<file path="config.mk">
export PLATFORM = sky130hd
export DESIGN_NAME = simon_seq_flat
export DESIGN_NICKNAME = d
export VERILOG_FILES = /design/src/rtl/simon_seq_if.sv /design/src/rtl/simon_seq.sv /design/src/flat_wrapper.sv
export SDC_FILE = /design/constraint.sdc
export NUM_CORES = 1
export LEC_CHECK = 0
export ABC_AREA = 1
export BUFFER_PORTS_ARGS = -buffer_cell sky130_fd_sc_hd__buf_2
export CORE_MARGIN = 3
export CORE_UTILIZATION = 45
export DETAILED_ROUTE_END_ITERATION = 8
export GPL_ROUTABILITY_DRIVEN = 0
export GPL_TIMING_DRIVEN = 0
export RECOVER_POWER = 50
export SLEW_MARGIN = 0
export SYNTH_ARGS = -nofsm -noshare
export SYNTH_HDL_FRONTEND = slang
export SYNTH_SLANG_ARGS = --single-unit
</file>
<file path="constraint.sdc">
create_clock -name clk -period 3.52 [get_ports clk]
set_clock_uncertainty 0.2 [all_clocks]
set_input_delay 0.704 -clock clk [delete_from_list [all_inputs] [get_ports clk]]
set_output_delay 0.704 -clock clk [all_outputs]
set_load 0.01 [all_outputs]
</file>
<file path="src/rtl/simon_seq_if.sv">
// ============================================================================
//  Module      : simon_seq_if
//  Description : Front-end bus of the Simon game engine. The master side is
//                the button/LED front end, the slave side is the engine.
//  Revision    : 1.0 - initial release
// ============================================================================
`default_nettype none

interface simon_seq_if #(
    parameter int BTN_W = 2,
    parameter int LEN_W = 5
);
    logic             start;
    logic [BTN_W-1:0] player_num;
    logic             player_pressed;
    logic             simon_turn;
    logic [BTN_W-1:0] simon_num;
    logic             simon_pressed;
    logic [LEN_W-1:0] level;
    logic             game_over;
    logic             game_won;

    // Front end: drives start and the player buttons, watches the engine
    modport master (
        output start, player_num, player_pressed,
        input  simon_turn, simon_num, simon_pressed, level, game_over, game_won
    );

    // Engine: consumes start and the buttons, produces playback and status
    modport slave (
        input  start, player_num, player_pressed,
        output simon_turn, simon_num, simon_pressed, level, game_over, game_won
    );
endinterface

`default_nettype wire

</file>
<file path="src/rtl/simon_seq.sv">
// ============================================================================
//  Module      : simon_seq
//  Description : Parametrised Simon memory-game engine. Grows a random
//                sequence, plays it back with programmable on/off timing and
//                checks the player's echo with a per-press timeout.
//  Revision    : 1.0 - initial release
// ============================================================================
`default_nettype none

module simon_seq #(
    parameter int          BTN_W         = 2,
    parameter int          MAX_LEN       = 16,
    parameter int          LEN_W         = 5,
    parameter int          ON_TICKS      = 30,
    parameter int          OFF_TICKS     = 15,
    parameter int          TIMEOUT_TICKS = 300,
    parameter logic [15:0] SEED          = 16'hACE1
) (
    input  wire logic   clk,
    input  wire logic   reset,
    simon_seq_if.slave  bus
);

    // Timer must hold the largest terminal count of the three phases
    localparam int c_TMR_MAX = (TIMEOUT_TICKS > ON_TICKS) ?
                               ((TIMEOUT_TICKS > OFF_TICKS) ? TIMEOUT_TICKS : OFF_TICKS) :
                               ((ON_TICKS > OFF_TICKS) ? ON_TICKS : OFF_TICKS);
    localparam int c_TMR_W   = $clog2(c_TMR_MAX + 1);
    localparam int c_IDX_W   = (MAX_LEN > 1) ? $clog2(MAX_LEN) : 1;

    localparam logic [c_TMR_W-1:0] c_ON_LAST  = c_TMR_W'(ON_TICKS - 1);
    localparam logic [c_TMR_W-1:0] c_OFF_LAST = c_TMR_W'(OFF_TICKS - 1);
    localparam logic [c_TMR_W-1:0] c_TO_LAST  = c_TMR_W'(TIMEOUT_TICKS - 1);
    localparam logic [LEN_W-1:0]   c_MAX_LVL  = LEN_W'(MAX_LEN);

    typedef enum logic [2:0] {
        S_IDLE         = 3'd0,
        S_ADD          = 3'd1,
        S_SHOW_ON      = 3'd2,
        S_SHOW_OFF     = 3'd3,
        S_WAIT_PRESS   = 3'd4,
        S_WAIT_RELEASE = 3'd5,
        S_LOSE         = 3'd6,
        S_WIN          = 3'd7
    } state_t;

    state_t             r_state;
    logic [15:0]        r_lfsr;
    logic               r_pressed_d;
    logic [LEN_W-1:0]   r_level;
    logic [LEN_W-1:0]   r_idx;
    logic [c_TMR_W-1:0] r_timer;
    logic               r_simon_turn;
    logic [BTN_W-1:0]   r_simon_num;
    logic               r_simon_pressed;
    logic               r_game_over;
    logic               r_game_won;
    logic [BTN_W-1:0]   r_seq [MAX_LEN];

    logic [15:0]        w_lfsr_next;
    logic [BTN_W-1:0]   w_new_code;
    logic [LEN_W-1:0]   w_idx_inc;
    logic               w_last;
    logic               w_press_evt;
    logic               w_match;

    // Galois LFSR, taps 16,14,13,11 (mask 0xB400), shifting right
    assign w_lfsr_next = {1'b0, r_lfsr[15:1]} ^ (r_lfsr[0] ? 16'hB400 : 16'h0000);
    assign w_new_code  = r_lfsr[BTN_W-1:0];
    assign w_idx_inc   = r_idx + 1'b1;
    assign w_last      = (r_idx == (r_level - 1'b1));
    // Only a fresh rising edge counts; a button held over from playback does not
    assign w_press_evt = bus.player_pressed && !r_pressed_d;
    assign w_match     = (bus.player_num == r_seq[r_idx[c_IDX_W-1:0]]);

    // Sequence storage: written once per round in ADD, deliberately not reset
    always_ff @(posedge clk) begin
        if (r_state == S_ADD) begin
            r_seq[r_level[c_IDX_W-1:0]] <= w_new_code;
        end
    end

    // Game controller: state, timers, LFSR and all registered outputs
    always_ff @(posedge clk) begin
        if (reset) begin
            r_state         <= S_IDLE;
            r_lfsr          <= SEED;
            r_pressed_d     <= 1'b0;
            r_level         <= '0;
            r_idx           <= '0;
            r_timer         <= '0;
            r_simon_turn    <= 1'b0;
            r_simon_num     <= '0;
            r_simon_pressed <= 1'b0;
            r_game_over     <= 1'b0;
            r_game_won      <= 1'b0;
        end else begin
            r_lfsr      <= w_lfsr_next;
            r_pressed_d <= bus.player_pressed;

            case (r_state)
                S_IDLE, S_LOSE, S_WIN: begin
                    if (bus.start) begin
                        r_level         <= '0;
                        r_idx           <= '0;
                        r_timer         <= '0;
                        r_simon_turn    <= 1'b0;
                        r_simon_pressed <= 1'b0;
                        r_game_over     <= 1'b0;
                        r_game_won      <= 1'b0;
                        r_state         <= S_ADD;
                    end
                end

                S_ADD: begin
                    // Element 0 is only brand new on the first round; the
                    // array write lands this edge, so bypass it here
                    r_simon_num     <= (r_level == '0) ? w_new_code : r_seq[0];
                    r_level         <= r_level + 1'b1;
                    r_idx           <= '0;
                    r_timer         <= '0;
                    r_simon_turn    <= 1'b1;
                    r_simon_pressed <= 1'b1;
                    r_state         <= S_SHOW_ON;
                end

                S_SHOW_ON: begin
                    if (r_timer == c_ON_LAST) begin
                        r_timer         <= '0;
                        r_simon_pressed <= 1'b0;
                        r_state         <= S_SHOW_OFF;
                    end else begin
                        r_timer <= r_timer + 1'b1;
                    end
                end

                S_SHOW_OFF: begin
                    if (r_timer == c_OFF_LAST) begin
                        r_timer <= '0;
                        if (w_last) begin
                            r_idx        <= '0;
                            r_simon_turn <= 1'b0;
                            r_state      <= S_WAIT_PRESS;
                        end else begin
                            r_idx           <= w_idx_inc;
                            r_simon_num     <= r_seq[w_idx_inc[c_IDX_W-1:0]];
                            r_simon_pressed <= 1'b1;
                            r_state         <= S_SHOW_ON;
                        end
                    end else begin
                        r_timer <= r_timer + 1'b1;
                    end
                end

                S_WAIT_PRESS: begin
                    // A press on the final timer cycle still wins over timeout
                    if (w_press_evt) begin
                        if (w_match) begin
                            r_state <= S_WAIT_RELEASE;
                        end else begin
                            r_game_over <= 1'b1;
                            r_state     <= S_LOSE;
                        end
                    end else if (r_timer == c_TO_LAST) begin
                        r_game_over <= 1'b1;
                        r_state     <= S_LOSE;
                    end else begin
                        r_timer <= r_timer + 1'b1;
                    end
                end

                S_WAIT_RELEASE: begin
                    if (!bus.player_pressed) begin
                        if (w_last) begin
                            if (r_level == c_MAX_LVL) begin
                                r_game_won <= 1'b1;
                                r_state    <= S_WIN;
                            end else begin
                                r_state <= S_ADD;
                            end
                        end else begin
                            r_idx   <= w_idx_inc;
                            r_timer <= '0;
                            r_state <= S_WAIT_PRESS;
                        end
                    end
                end

                default: r_state <= S_IDLE;
            endcase
        end
    end

    assign bus.simon_turn    = r_simon_turn;
    assign bus.simon_num     = r_simon_num;
    assign bus.simon_pressed = r_simon_pressed;
    assign bus.level         = r_level;
    assign bus.game_over     = r_game_over;
    assign bus.game_won      = r_game_won;

endmodule

`default_nettype wire
</file>
<file path="src/flat_wrapper.sv">
// flat-port wrapper written by rule: the top's interface ports become plain ports
module simon_seq_flat 
#(
    parameter int          BTN_W         = 2,
    parameter int          MAX_LEN       = 16,
    parameter int          LEN_W         = 5,
    parameter int          ON_TICKS      = 30,
    parameter int          OFF_TICKS     = 15,
    parameter int          TIMEOUT_TICKS = 300,
    parameter logic [15:0] SEED          = 16'hACE1
)
  (clk, reset, bus_start, bus_player_num, bus_player_pressed, bus_simon_turn, bus_simon_num, bus_simon_pressed, bus_level, bus_game_over, bus_game_won);
  simon_seq_if #(.BTN_W(BTN_W), .LEN_W(LEN_W)) bus_i ();
  input  wire logic clk;
  input  wire logic reset;
  input wire logic [$bits(bus_i.start)-1:0] bus_start;
  input wire logic [$bits(bus_i.player_num)-1:0] bus_player_num;
  input wire logic [$bits(bus_i.player_pressed)-1:0] bus_player_pressed;
  output wire logic [$bits(bus_i.simon_turn)-1:0] bus_simon_turn;
  output wire logic [$bits(bus_i.simon_num)-1:0] bus_simon_num;
  output wire logic [$bits(bus_i.simon_pressed)-1:0] bus_simon_pressed;
  output wire logic [$bits(bus_i.level)-1:0] bus_level;
  output wire logic [$bits(bus_i.game_over)-1:0] bus_game_over;
  output wire logic [$bits(bus_i.game_won)-1:0] bus_game_won;
  assign bus_i.start = bus_start;
  assign bus_i.player_num = bus_player_num;
  assign bus_i.player_pressed = bus_player_pressed;
  assign bus_simon_turn = bus_i.simon_turn;
  assign bus_simon_num = bus_i.simon_num;
  assign bus_simon_pressed = bus_i.simon_pressed;
  assign bus_level = bus_i.level;
  assign bus_game_over = bus_i.game_over;
  assign bus_game_won = bus_i.game_won;
  simon_seq #(.BTN_W(BTN_W), .MAX_LEN(MAX_LEN), .LEN_W(LEN_W), .ON_TICKS(ON_TICKS), .OFF_TICKS(OFF_TICKS), .TIMEOUT_TICKS(TIMEOUT_TICKS), .SEED(SEED)) u_core (.clk(clk), .reset(reset), .bus(bus_i));
endmodule
</file>
==> Yosys cells after proc, flatten, opt, wreduce, memory -nomap -nowiden <==
Memory sizes are Yosys's and may differ from the RTL's. A register that Yosys moved wholly into a read port is not among the register bits.
Index checks and enable logic that the tools add are counted.
{ "word_totals": {"reg_bits": 45, "ram_bits": 32, "inputBits": 6, "output_inout_bits": 11, "elab_cells": 115, "n_memories": 1} }
{ "memory_table": {"columns": ["name", "depth", "word_bits", "rd", "rd_clocked_by_memory_dff", "write_ports", "line_no", "text"], "rows": [
  ["u_core.r_seq", 16, 2, 3, 1, 1, "simon_seq.sv:58", "logic [BTN_W-1:0] r_seq [MAX_LEN];"]
]} }
{ "classes": {"n_addsub": 4, "eq_ne": 26, "n_mux": 51, "n_bitwise": 1, "reduce_logical": 21} }
{ "ops": {"columns": ["cell", "count"], "rows": [
  ["two-way mux 9 bit", 7],
  ["case mux 9 bit (6 select lines)", 1],
  ["two-way mux 3 bit", 9],
  ["two-way mux 5 bit", 5],
  ["AND reduction 5 bit", 5],
  ["case mux 5 bit (4 select lines)", 1],
  ["case mux 3 bit (6 select lines)", 1],
  ["two-way mux 16 bit", 1],
  ["XOR 15 x 16 -> 16 bit", 1],
  ["two-way mux 1 bit", 14],
  ["== test 3 bit, second input constant", 4],
  ["inequality test 2 bit, second input constant", 6],
  ["adder 5 x 1 -> 5 bit, second input constant", 2],
  ["inequality test 2 x 1 -> 1 bit, second input constant", 5],
  ["case mux 5 bit (2 select lines)", 1],
  ["adder 9 x 1 -> 9 bit, second input constant", 1],
  ["== test 9 x 4 -> 1 bit, second input constant", 1],
  ["== test 9 x 5 -> 1 bit, second input constant", 1],
  ["== test 9 bit, second input constant", 1],
  ["two-way mux 2 bit", 4],
  ["two-way mux 4 bit", 2],
  ["AND reduction 4 bit", 2],
  ["nonzero test 2 bit", 4],
  ["nonzero test 4 bit", 2],
  ["other kinds (20)", 22]
]} }

==> Logic depth before layout (Yosys ltp) <==
Gate-level depths: netlist of run 1.
{ "logic_depth": {"depth_word": 7, "mapped_depth": 16, "depth_no_buf": 16} }

==> Worst setup path before layout of run 1 <==
OpenSTA, ideal clock, no wires.
{ "synth_path": {"path_type": "register to register", "startpoint": "register u_core.r_level[0], in the netlist u_core.bus.level[0]", "endpoint": "register u_core.r_timer[5]", "setup_ns": 0.128, "arrival_ns": 1.894, "t_required_ns": 3.192, "setup_slack_ns": 1.299, "path_stages_with_launch": 13, "n_path_buf": 1, "synth_period_minus_slack_ns": 2.221, "path_cell_list": "dfxtp_1 > inv_1 > ha_1 > xnor2_1 > nor2_1 > o21ai_0 > nor2_4 > nand3_4 > nand2_2 > buf_6 > nand2_1 > o21ai_1 > nor2_1"} }
{ "synth_via": {"elab_chain_len": 4} }
{ "synth_rtl": {"columns": ["item", "line_no", "text"], "rows": [
  ["start, declared", "simon_seq.sv:50", "logic [LEN_W-1:0] r_level;"],
  ["start signal, assigned", "simon_seq.sv:119", "r_level <= r_level + 1'b1;"],
  ["subtractor 5 x 1 -> 5 bit", "simon_seq.sv:71", "assign w_last = (r_idx == (r_level - 1'b1));"],
  ["== test 5 bit", "simon_seq.sv:71", null],
  ["inequality test 2 bit (no line)", null, null],
  ["AND reduction 5 bit (no line)", null, null],
  ["end signal, assigned", "simon_seq.sv:133", "r_timer <= r_timer + 1'b1;"],
  ["end signal, assigned", "simon_seq.sv:151", "r_timer <= r_timer + 1'b1;"],
  ["end signal, assigned", "simon_seq.sv:168", "r_timer <= r_timer + 1'b1;"],
  ["end, declared", "simon_seq.sv:52", "logic [c_TMR_W-1:0] r_timer;"]
]} }
Every way passes these cells.
A chain may end at the register's enable or synchronous reset.

==> Worst setup path after layout of run 1 <==
Ends and elaborated chain as after synthesis.

==> flow_metrics.py, run 1 <==
metrics = {
    "global_routing": {
        "grt_pass1_vias": 3210,
        "grt_pass1_wl_mm": 16.30,
        "antenna_found_initial": 0,
        "grt_max_degree": 19,
        "grt-ovfl-total": 0,
        "gr-usage-all-layers": 0.2001,
    },
    "critical_path": {
        "crit_path_end_kind": "flop",
        "crit_path_start": "u_core.bus.level[0]",
        "required_ns": 3.56,
        "path_common_cell": "nor2_1",
        "r2r_start": "u_core.bus.level[0]",
        "path_cells": "inv_1 > ha_1 > xnor2_1 > nor2_1 > o21ai_0 > nor2_4 > nand3_4 > nand2_2 > buf_6 > nand2_1 > o21ai_1 > nor2_1",
        "arrival_ns": 2.50,
        "cp_slowest_stage_delay_ns": 0.46,
        "critical_path.max_fanout": 10,
        "r2r_cells": 12,
        "slowest_stage": "dfxtp_1",
        "start_kind": "flop",
        "critPathKind": "flop to flop",
    },
    "timing": {
        "maxSlewViolCount": 0,
        "tightest_slew_ns": 0.6432,
        "period_needed_ns": 2.455,
        "setup_violations": 0,
        "period_share": 0.6974,
        "hold_slack_ns": 0.2114,
        "grt_setup_unrepaired": "no",
        "worst_slack_ns": 1.065,
        "relSlewSlack": 0.5706,
        "tns_ns": 0,
        "hold_viol_final": 0,
        "timing.fmax_ghz": 0.4073,
    },
    "hold_path": {
        "min_path_type": "flop to flop",
        "whs_path_depth": 2,
        "min_from": "u_core.r_lfsr[9]",
    },
    "run_status": {
        "status": "completed",
    },
    "final_layout": {
        "post_route_cells_drive_above_1_share": 0.1353,
        "areaGrowthSynthToFinish_pct": 9.027,
        "diodes": 0,
        "nFillCells": 896,
        "nets": 594,
    },
    "routing": {
        "avgRoutedWirePerCell_um": 14.39,
        "drtPass1Iterations": 4,
        "viasPerCell": 5.101,
        "routed_wl_mm": 9.955,
        "postRouteAntennaNets": 0,
        "drt_iter0_markers": 211,
        "drc": 0,
        "vias": 3530,
    },
    "logic_synthesis": {
        "yosysTopAreaCell": "dfxtp_1",
        "syn_inst": 552,
        "synth_seq_cells": 81,
        "syn_nets": 567,
        "syn_area_per_cell_sq_um": 7.684,
        "netlist_area_sq_um": 4242,
        "synth_warnings": 0,
        "synth.distinct_cells": 36,
        "ys_seq_area_frac": 0.4578,
        "synth_top_area_share": 0.2313,
        "synthTopCellsByArea": "dfxtp_1 23%, edfxtp_1 23%, nand2_1 9.0%",
    },
    "job": {
        "max-cap-violations": 0,
    },
    "power": {
        "p_leak_nw": 1.936,
        "ir_drop_uv": 245.4,
        "p_per_area_nw_per_um2": 477.9,
    },
    "floorplanning": {
        "start_util": 0.4748,
        "core_sq_um": 8934,
        "die_area_sq_um": 10630,
        "rows": 34,
        "dieHeight_um": 103.1,
        "die_x_um": 103.1,
        "ioPinCount": 17,
    },
    "placed_design": {
        "io_buffers": 16,
        "dp_slack_ns": 1.051,
        "hpwlAfterDp_mm": 7.663,
    },
    "clock_network": {
        "cts_tree": "built",
        "cts.sinks": 81,
        "cts_resized": 0,
        "worstSkewPairLatency_ns": 0.35,
        "cts-root-buf": "clkbuf_8",
        "cts-htree-levels": 3,
        "clock_path_buffers": 2,
        "clk_pin_slew_ns": 0.09,
        "cts_setup_buffers": 0,
        "cts_hold_buf": 0,
        "numCtsBuffers": 9,
    },
}
[layout by cell type, fill, tap and decap left out, drive strengths merged, types with 4 or more instances in the layout]
cell type and instances:
a211oi 6, a21oi 43, buf 22, clkbuf 18, clkinv 4, dfxtp 49
edfxtp 32, ha 9, inv 91, nand2 115, nand3 63, nand4 4
nor2 65, nor3 9, o21ai 31, or2 4, xor2 5
[cells in the mapped netlist]
library cell	instances
nand2_4	1
nor3_1	8
buf_4	1
ha_1	9
o21ai_2	1
nand2_1	102
o21ai_1	3
edfxtp_1	32
dfxtp_1	49
clkbuf_1	7
nor4_4	1
nor4_2	1
or2_2	4
buf_6	1
nand3_4	1
o211ai_1	3
nor3b_1	1
nor2_2	4
a211oi_1	4
nand2_2	12
nand4_1	4
a31oi_1	3
xnor2_1	3
nor2_1	57
a21oi_2	3
clkinv_1	2
inv_2	9
a211oi_2	2
o21ai_0	27
a21oi_1	40
nand3_1	62
buf_2	6
inv_1	79
nor2_4	4
nor3_2	1
xor2_1	5
[critical path, delay by kind of cell (launching register included)]
kind	cells	cell delay (ns)
AOI/OAI and AO/OA	2	0.22
xor gates and xnor gates	1	0.14
adders and majority gates	1	0.35
buffers and inverters	2	0.31
DFF	1	0.46
and+or+nand+nor	6	0.64
[routing by layer]
| layer | share of wire | global-route usage | up-vias | wire, um |
|---|---|---|---|---|
| met2 | 0.41 | 0.2827 | 102 | 4045 |
| met3 | 0.055 | 0.03383 | 13 | 548 |
| met1 | 0.52 | 0.3119 | 1576 | 5213 |
| met5 | 0 | 0 | - | 0 |
| met4 | 0.015 | 0.05876 | 0 | 148 |
| li1 | - | - | 1839 | - |
[state kept, by name, indices dropped and copies added, names as in the netlist, named ones only]
signal / cells
u_core.bus.level: 5
u_core.bus.simon_pressed: 1
u_core.r_pressed_d: 1
u_core.r_state: 3
u_core.r_lfsr: 16
u_core.bus.game_won: 1
u_core.r_seq: 32
u_core.r_timer: 9
u_core.bus.simon_turn: 1
u_core.bus.game_over: 1
u_core.r_idx: 5
u_core.bus.simon_num: 2
[worst paths after layout]
check / endpoint / slack (ns)
min: u_core.r_lfsr[8] / 0.21
min reg2reg: u_core.r_lfsr[8] / 0.21
max reg2reg: u_core.r_timer[5] / 1.07
max: u_core.r_timer[5] / 1.07
[kinds of logic after synthesis]
kind of cell / share of synthesized area
adder cells (fa/ha/maj): 0.02655
AND/OR/NAND/NOR: 0.2882
flip-flops: 0.4578
XOR/XNOR: 0.01652
buffers and inverters: 0.09735
AO/OA/AOI/OAI: 0.1136
[cell type report]
cell class	count	area (sq um)	area share
timing repair buffer	16	77.57	0.01677
clock inverter	7	56.30	0.01218
buffer	15	75.07	0.01623
multi-input combinational	366	1877	0.4058
clock buffer	9	123.9	0.02679
tap	108	135.1	0.02922
inverter	90	337.8	0.07305
sequential	81	1942	0.4199
[per-stage QoR]
step / power [W] / cells / utilization / area, sq um
2_1_floorplan: 0.001475 / 552 / - / 4242
3_3_place_gp: 0.001606 / 676 / 0.4989 / 4457
3_5_place_dp: 0.001612 / 676 / 0.4989 / 4457
4_1_cts: 0.002227 / 692 / 0.5190 / 4637
5_1_grt: 0.002346 / 692 / 0.5176 / 4624
6_report: 0.002210 / 692 / 0.5176 / 4624
[power by group]
group,switching (W),internal [W],leakage [nW]
Sequential,0.0000507,0.00104,0.694
Clock,0.000359,0.000263,0.0891
Combinational,0.000335,0.000167,1.15
Power figures use the tool's default switching activity.
==> run 2: changes to the inputs <==
Settings changed: ABC_AREA 1 to 0.
Clock period 3.52 ns to 2.1 ns, I/O delays scaled along.
==> flow_metrics.py, run 2 <==
metrics = {
    "run_status": {
        "status": "finished, violations left",
        "violations": "setup timing",
    },
    "routing": {
        "avgRoutedWirePerCell_um": 18.30,
        "routed_wl_mm": 9.607,
        "drc": 0,
        "drt_iter0_markers": 255,
        "postRouteAntennaNets": 0,
        "vias": 2991,
        "viasPerCell": 5.697,
        "drtPass1Iterations": 4,
    },
    "clock_network": {
        "cts-root-buf": "clkbuf_8",
        "cts_tree": "built",
        "clk_pin_slew_ns": 0.08,
        "numCtsBuffers": 9,
        "cts-htree-levels": 3,
        "worstSkewPairLatency_ns": 0.35,
        "cts_hold_buf": 0,
        "clock_path_buffers": 2,
        "cts.sinks": 81,
    },
    "logic_synthesis": {
        "synth_warnings": 0,
        "synthFlopType": "dfxtp_1",
        "netlist_area_sq_um": 4078,
        "yosysTopAreaCell": "dfxtp_1",
        "syn_nets": 382,
        "synth_seq_cells": 81,
        "synthTopCellsByArea": "dfxtp_1 24%, edfxtp_1 24%, mux4_2 5.0%",
        "synth_top_cells_by_count": "49 x dfxtp_1, 34 x nor2_1, 32 x edfxtp_1",
        "ys_seq_area_frac": 0.4762,
        "synth_top_area_share": 0.2406,
        "synth_most_common_cell": "dfxtp_1",
        "syn_inst": 367,
        "synth.distinct_cells": 62,
        "synth-async-reset-ratio": 0,
        "syn_area_per_cell_sq_um": 11.11,
        "synth_edf_count": 32,
    },
    "floorplanning": {
        "die_x_um": 101.2,
        "ioPinCount": 17,
        "dieHeight_um": 101.2,
        "rows": 34,
        "start_util": 0.4653,
        "core_sq_um": 8763,
        "die_area_sq_um": 10240,
    },
    "timing": {
        "tightest_slew_ns": 0.8819,
        "timing.fmax_ghz": 0.4252,
        "period_needed_ns": 2.352,
        "tns_ns": -4.091,
        "period_share": 1.120,
        "relSlewSlack": 0.4113,
        "hold_slack_ns": 0.1765,
        "grt_setup_unrepaired": "yes",
        "worst_slack_ns": -0.2516,
        "maxSlewViolCount": 0,
        "setup_violations": 29,
        "hold_viol_final": 0,
    },
    "final_layout": {
        "final_cells": 525,
        "areaGrowthSynthToFinish_pct": 22.65,
        "multiInputGateArea_sq_um": 2230,
        "largest_reg_flops": 32,
        "nFillCells": 743,
        "layout_commonest_cell": "dfxtp_1",
        "nets": 427,
        "final_cell_mix": "41 x dfxtp_1, 32 x edfxtp_1, 31 x nor2_1",
        "design_area_sq_um": 5001,
        "diodes": 0,
        "post_route_cells_drive_above_1_share": 0.3189,
        "regArea_sq_um": 1964,
    },
    "power": {
        "p_int_w": 0.002642,
        "switching_share": 0.2723,
        "power_frac_comb": 0.182,
        "p_seq_frac": 0.483,
        "total_power_w": 0.003631,
        "p_sw_w": 0.0009888,
        "p_per_area_nw_per_um2": 726.1,
        "ir_drop_uv": 394.8,
        "p_clk_frac": 0.335,
        "p_leak_nw": 1.775,
    },
    "placed_design": {
        "placed_area_sq_um": 4400,
        "dp.cells": 491,
        "io_buffers": 16,
        "hpwlAfterDp_mm": 6.597,
    },
    "critical_path": {
        "arrival_ns": 2.40,
        "critPathKind": "flop to flop",
        "crit_path_end_kind": "flop",
        "start_kind": "flop",
        "required_ns": 2.15,
        "critical_path.max_fanout": 5,
    },
    "global_routing": {
        "grt_pass1_vias": 3082,
        "grt_pass1_wl_mm": 15.84,
        "antenna_found_initial": 0,
        "grt-ovfl-total": 0,
        "grt_max_degree": 22,
        "gr-usage-all-layers": 0.2002,
    },
    "job": {
        "max-cap-violations": 0,
    },
    "hold_path": {
        "min_path_type": "primary input to flop",
    },
}
run 2: cell types whose count changed in the layout (fill, tap and decap cells not counted), sizes merged, moves of 24 or more:
cell   change
nand3     -57
inv       -78
nand2     -91
nor2      -31
a21oi     -34
buf       +24
run 2: power groups by stage:
stage / logic, W / clock network (W) / registers, W
floorplan: 0.000403 / 0 / 0.00178
global placement: 0.000540 / 0 / 0.00179
detailed placement: 0.000547 / 0 / 0.00179
CTS: 0.000622 / 0.00125 / 0.00175
global route: 0.000718 / 0.00132 / 0.00176
finish: 0.000659 / 0.00122 / 0.00175
run 2: worst paths after layout:
check | endpoint | slack, ns | cells after the start | start
worst min-delay path | u_core.r_pressed_d | 0.18 | 3 | bus_player_pressed
worst min register to register | u_core.r_lfsr[5] | 0.22 | 1 | u_core.r_lfsr[6]
worst max-delay path | u_core.r_state[0] | -0.25 | 7 | flop
worst max register to register | u_core.r_state[0] | -0.25 | 7 | flop
run 2: final cells by class:
type / instances / share of cell area
Buffer: 13 / 0.01951
Clock buffer: 12 / 0.03328
Clock inverter: 4 / 0.009757
Inverter: 12 / 0.01001
Multi-Input combinational cell: 257 / 0.4458
Sequential cell: 81 / 0.3928
Tap cell: 108 / 0.02702
Timing Repair Buffer: 38 / 0.06180
run 2: stage by stage:
| step | util | worst slack (ns) |
|---|---|---|
| final | 0.5707 | -0.2516 |
| after global routing | 0.5707 | -0.3352 |
| after CTS | 0.5591 | -0.2382 |
| after detailed placement | 0.5021 | -0.5731 |
| after global placement | 0.5021 | -0.5254 |
| after floorplan | - | -0.1293 |
run 2: metal layers:
metal	routed length, um	track usage	vias up	part of all wire
met5	0	0	-	0
met4	95	0.06748	0	0.0099
met3	343	0.03237	7	0.036
met2	4537	0.3199	63	0.47
met1	4630	0.2786	1490	0.48
li1	-	-	1431	-
run 2: timing repair:
item | 4_1_cts | 5_1_grt
pin swaps | 26 | 14
gates resized for setup | 38 | 24
gates cloned | 2 | 0
setup endpoints to repair | 64 | 58
setup buffers | 17 | 4
endpoints found under the hold margin | 0 | 0
run 2: worst max-delay path: stages, from the launching register on:
cell and delay (ns):
dfxtp_4 0.39, buf_12 0.15, mux2i_2 0.14, mux4_2 0.50, xnor2_2 0.15, nor3_2 0.23
o211ai_1 0.18, a221oi_2 0.32
run 2: logic make-up after synthesis:
logic type,Yosys count,share of synthesized area
AOI/OAI and AO/OA,59,0.1095
DFF,81,0.4762
xor gates and xnor gates,24,0.05155
muxes,34,0.1316
adders and majority gates,9,0.02762
and+or+nand+nor,131,0.1697
buffers and inverters,29,0.03375
